--- src/rtl/bfm_ahbl_to_apb.sv ---
// AHB-Lite to APB3 bus functional bridge: one APB transfer per AHB transfer,
// with APB wait states and slave errors reflected back as AHB wait/ERROR responses.
module bfm_ahbl_to_apb #(
    parameter int unsigned TPD = 1
) (
    input  logic        HCLK,
    input  logic        HRESET,
    input  logic        HSEL,
    input  logic [31:0] HADDR,
    input  logic [1:0]  HTRANS,
    input  logic        HWRITE,
    input  logic [2:0]  HSIZE,
    input  logic [31:0] HWDATA,
    input  logic        HREADYIN,
    output logic [31:0] HRDATA,
    output logic        HREADYOUT,
    output logic        HRESP,
    output logic        PSEL,
    output logic [31:0] PADDR,
    output logic        PWRITE,
    output logic        PENABLE,
    output logic [31:0] PWDATA,
    input  logic [31:0] PRDATA,
    input  logic        PREADY,
    input  logic        PSLVERR
);

    localparam int unsigned ADDR_W    = 32;
    localparam logic [2:0]  MAX_HSIZE = 3'd2;
    // Output propagation delay is a simulation-side notion; the registers here carry no delay.
    localparam int unsigned TPD_UNUSED = TPD;

    typedef enum logic [2:0] {
        S_IDLE,
        S_LATCH,
        S_SETUP,
        S_ACCESS,
        S_ERR1,
        S_ERR2
    } state_t;

    state_t              state;
    logic [ADDR_W-1:0]   addr_q;
    logic                write_q;
    logic                accept_c;
    logic                size_ok_c;
    logic                htrans_seq_unused;

    assign htrans_seq_unused = HTRANS[0];
    assign accept_c  = HSEL && HTRANS[1] && HREADYIN && ((state == S_IDLE) || (state == S_ERR2));
    assign size_ok_c = (HSIZE <= MAX_HSIZE);

    always_ff @(posedge HCLK or posedge HRESET) begin
        if (HRESET) begin
            state     <= S_IDLE;
            addr_q    <= '0;
            write_q   <= 1'b0;
            HRDATA    <= '0;
            HREADYOUT <= 1'b1;
            HRESP     <= 1'b0;
            PSEL      <= 1'b0;
            PADDR     <= '0;
            PWRITE    <= 1'b0;
            PENABLE   <= 1'b0;
            PWDATA    <= '0;
        end else begin
            case (state)
                // Both IDLE and the second error cycle may accept a new address phase
                S_IDLE, S_ERR2: begin
                    state     <= S_IDLE;
                    HREADYOUT <= 1'b1;
                    HRESP     <= 1'b0;
                    if (accept_c) begin
                        addr_q    <= HADDR;
                        write_q   <= HWRITE;
                        HREADYOUT <= 1'b0;
                        if (size_ok_c) begin
                            state <= S_LATCH;
                        end else begin
                            state <= S_ERR1;
                            HRESP <= 1'b1;
                        end
                    end
                end
                // HWDATA is valid in the AHB data phase, i.e. this cycle
                S_LATCH: begin
                    if (write_q) begin
                        PWDATA <= HWDATA;
                    end
                    PADDR   <= addr_q;
                    PWRITE  <= write_q;
                    PSEL    <= 1'b1;
                    PENABLE <= 1'b0;
                    state   <= S_SETUP;
                end
                S_SETUP: begin
                    PENABLE <= 1'b1;
                    state   <= S_ACCESS;
                end
                S_ACCESS: begin
                    if (PREADY) begin
                        PSEL    <= 1'b0;
                        PENABLE <= 1'b0;
                        if (PSLVERR) begin
                            HRESP <= 1'b1;
                            state <= S_ERR1;
                        end else begin
                            HREADYOUT <= 1'b1;
                            if (!write_q) begin
                                HRDATA <= PRDATA;
                            end
                            state <= S_IDLE;
                        end
                    end
                end
                S_ERR1: begin
                    HRESP     <= 1'b1;
                    HREADYOUT <= 1'b1;
                    state     <= S_ERR2;
                end
                default: begin
                    state <= S_IDLE;
                end
            endcase
        end
    end

endmodule
--- config.mk ---
export PLATFORM = sky130hd
export DESIGN_NAME = bfm_ahbl_to_apb
export DESIGN_NICKNAME = d
export VERILOG_FILES = /design/src/rtl/bfm_ahbl_to_apb.sv
export SDC_FILE = /design/constraint.sdc
export NUM_CORES = 1
export LEC_CHECK = 0
export CAP_MARGIN = 10
export CELL_PAD_IN_SITES_DETAIL_PLACEMENT = 0
export CELL_PAD_IN_SITES_GLOBAL_PLACEMENT = 1
export CORE_MARGIN = 1.5
export CORE_UTILIZATION = 37
export DETAILED_ROUTE_END_ITERATION = 10
export HOLD_SLACK_MARGIN = 0.1
export MAX_ROUTING_LAYER = met4
export PLACE_DENSITY = 0.9
export SKIP_CTS_REPAIR_TIMING = 1
export SYNTH_ARGS = -nofsm -noshare
export SYNTH_HDL_FRONTEND = slang
export SYNTH_SLANG_ARGS = --single-unit
--- constraint.sdc ---
create_clock -name HCLK -period 10.06 [get_ports HCLK]
set_input_delay 1.006 -clock HCLK [delete_from_list [all_inputs] [get_ports HCLK]]
set_output_delay 1.006 -clock HCLK [all_outputs]
set_load 0.01 [all_outputs]
==> flow_summary.ini <==
[status]
status = finished clean

[route]
dr_total_vias = 3407
via_per_inst = 4.69
dr.pass1.iters = 4
wire_per_inst_um = 16.4
drc = 0
totalWireLength_um = 11900
drt_iter0_markers = 63
ant_nets = 0

[sta]
relSlewSlack_pct = 28.1
min_period_over_period_pct = 26.3
max_freq_ghz = 0.378
skew_ps = 7.25
rsz0062_at_grt = false
maxSlewViolCount = 0
hold_violations = 0
worstMarginPinSlew_ps = 1080
setup_viol = 0
period_minus_slack_ps = 2650
setup_tns_ps = 0
whs_ps = 480

[placement]
io_buffers = 207
hpwl_um = 8300
place.gp.congestion = 0.711
dp.cells = 694
place_area_mm2 = 0.00748

[min_path]
hold_class = register to register

[critical_path]
critPathArrivalTime_ps = 2940
cp.required_ps = 10350
worstSetupPathType = primary input to register
critPathMaxFanout = 35
start_kind = primary input
worstSetupEndpointType = register

[global_route]
antenna_found_initial = 0
gr-total-overflow = 0
grt_max_degree = 74
track_usage_pct = 16.8
grt_pass1_vias = 3563
grt_pass1_wl_um = 18100

[final_layout]
fin_cells = 726
final_area_mm2 = 0.00814
final_common_cell = clkdlybuf4s50_1
seq_area_mm2 = 0.00343
n_antenna_cell = 0
drive_above_1_share_pct = 26.2
multiInputGateArea_mm2 = 0.00171
fin_nets = 641
fill_cells = 1064
area_growth_pct = 54.8
final_cell_mix = 207 x clkdlybuf4s50_1, 136 x dfrtp_1, 100 x mux2_2, 30 x mux2_1, 17 x clkbuf_16

[synthesis]
synth_area_mm2 = 0.00526
synthCells = 320
yosys_warnings = 0
syn-num-nets = 428
seq_area_frac_synth_pct = 65.2
ys_ff_latch = 137
synthesis.area_per_instance_um2 = 16.4
synth_cell_type_count = 35

[cts]
cts_root_buf = clkbuf_16
cts_tree = built
path_clk_slew_ps = 60
clkSinkCount = 137
htreeDepth = 4
clockBufferDepth = 2
clk_latency_ps = 410
cts_buffers = 17

[power_and_ir_drop]
ir_worst_vdd_mv = 0.148
power.leakage_nw = 3.45
power_w = 0.00265
p_per_area_mw_per_mm2 = 326

[floorplan]
fp-row-count = 43
fp.dieW_um = 122
core_area_mm2 = 0.0139
io_pins = 209
die_y_um = 122
initial_utilization_pct = 37.9
dieArea_mm2 = 0.0149

[run]
cap_violations = 0
==> flip-flops by register name, indices dropped and copies added (netlist names) <==
signal,flops
HRDATA,32
PADDR,32
PWDATA,32
addr_q,32
state,3
HREADYOUT,1
HRESP,1
PENABLE,1
PSEL,1
PWRITE,1
write_q,1
==> per-stage QoR <==
stage	setup slack, ps	utilization [%]
floorplan	5390	-
global placement	6970	53.9
detailed placement	6950	53.9
CTS	7390	58.6
global route	7280	58.6
finish	7410	58.6
==> synthesized netlist by cell type (all sizes together) <==
cell	count	area, um^2
a31oi	1	6.26
nor2b	4	32.5
nand2b	1	6.26
nand2	1	3.75
nand3	1	5.00
nor3b	2	26.3
o21a	1	7.51
buf	16	111
dfstp	1	26.3
mux2	130	1460
o21ai	4	20.0
a21oi	1	5.00
clkbuf	1	3.75
or2	1	6.26
o21bai	1	7.51
nand4b	2	17.5
o32a	1	10.0
inv	2	7.51
nor3	1	5.00
dfrtp	136	3400
o22ai	1	6.26
xnor2	1	8.76
xor2	1	8.76
nand4	1	6.26
and2	1	6.26
a21o	2	15.0
a31o	1	8.76
nor2	3	13.8
and4	1	8.76
==> per-layer routing <==
| layer | wire, um | part of all wire (%) | vias to the layer above | GRT usage [%] |
|---|---|---|---|---|
| li1 | - | - | 1561 | - |
| met1 | 4750 | 40 | 1695 | 18.7 |
| met5 | 0 | 0 | - | - |
| met2 | 5970 | 50 | 129 | 27.3 |
| met4 | 331 | 2.8 | 0 | 8.14 |
| met3 | 849 | 7.1 | 22 | 5.20 |
==> power breakdown <==
group	leakage, nW	internal (W)	switching (W)
Combinational	1.47	0.000639	0.000360
Clock	0.311	0.000448	0.000228
Sequential	1.67	0.000827	0.000150
==> path summary, 6_finish.rpt <==
kind                            cells past startpoint  slack, ps      start          to
worst min register to register                      2        480  HREADYOUT   HREADYOUT
worst max-delay path                                4       7410       HSEL  addr_q[11]
worst max register to register                      5       7700   state[1]  PWDATA[31]
worst min-delay path                                2        480  HREADYOUT   HREADYOUT
min in group asynchronous                           2       1030     HRESET  HRDATA[12]
max in group asynchronous                           3       7660     HRESET  addr_q[23]
==> worst max-delay path, cell delays in order <==
cell	delay (ps)
clkdlybuf4s50_1	460
nand4b_1	180
nor2_4	850
mux2_2	430
==> area by class of cell <==
class | count | share of cell area (%)
inverter | 2 | 0.154
multi-input combinational | 164 | 21.0
tap | 180 | 2.77
clock inverter | 10 | 2.01
clock buffer | 22 | 6.07
timing repair buffer | 211 | 25.8
sequential | 137 | 42.1
==> cell families (layout without fill, tap and decap cells) <==
| family | after synthesis | in the layout | share of synthesized area (%) |
|---|---|---|---|
| DFF | 137 | 137 | 65.2 |
| muxes | 130 | 130 | 27.8 |
| and+or+nand+nor | 19 | 19 | 2.62 |
| buffers and inverters | 19 | 245 | 2.33 |
| AOI/OAI and AO/OA | 13 | 13 | 1.64 |
| xor gates and xnor gates | 2 | 2 | 0.333 |
Note: power is estimated with default switching activity, not from simulation.
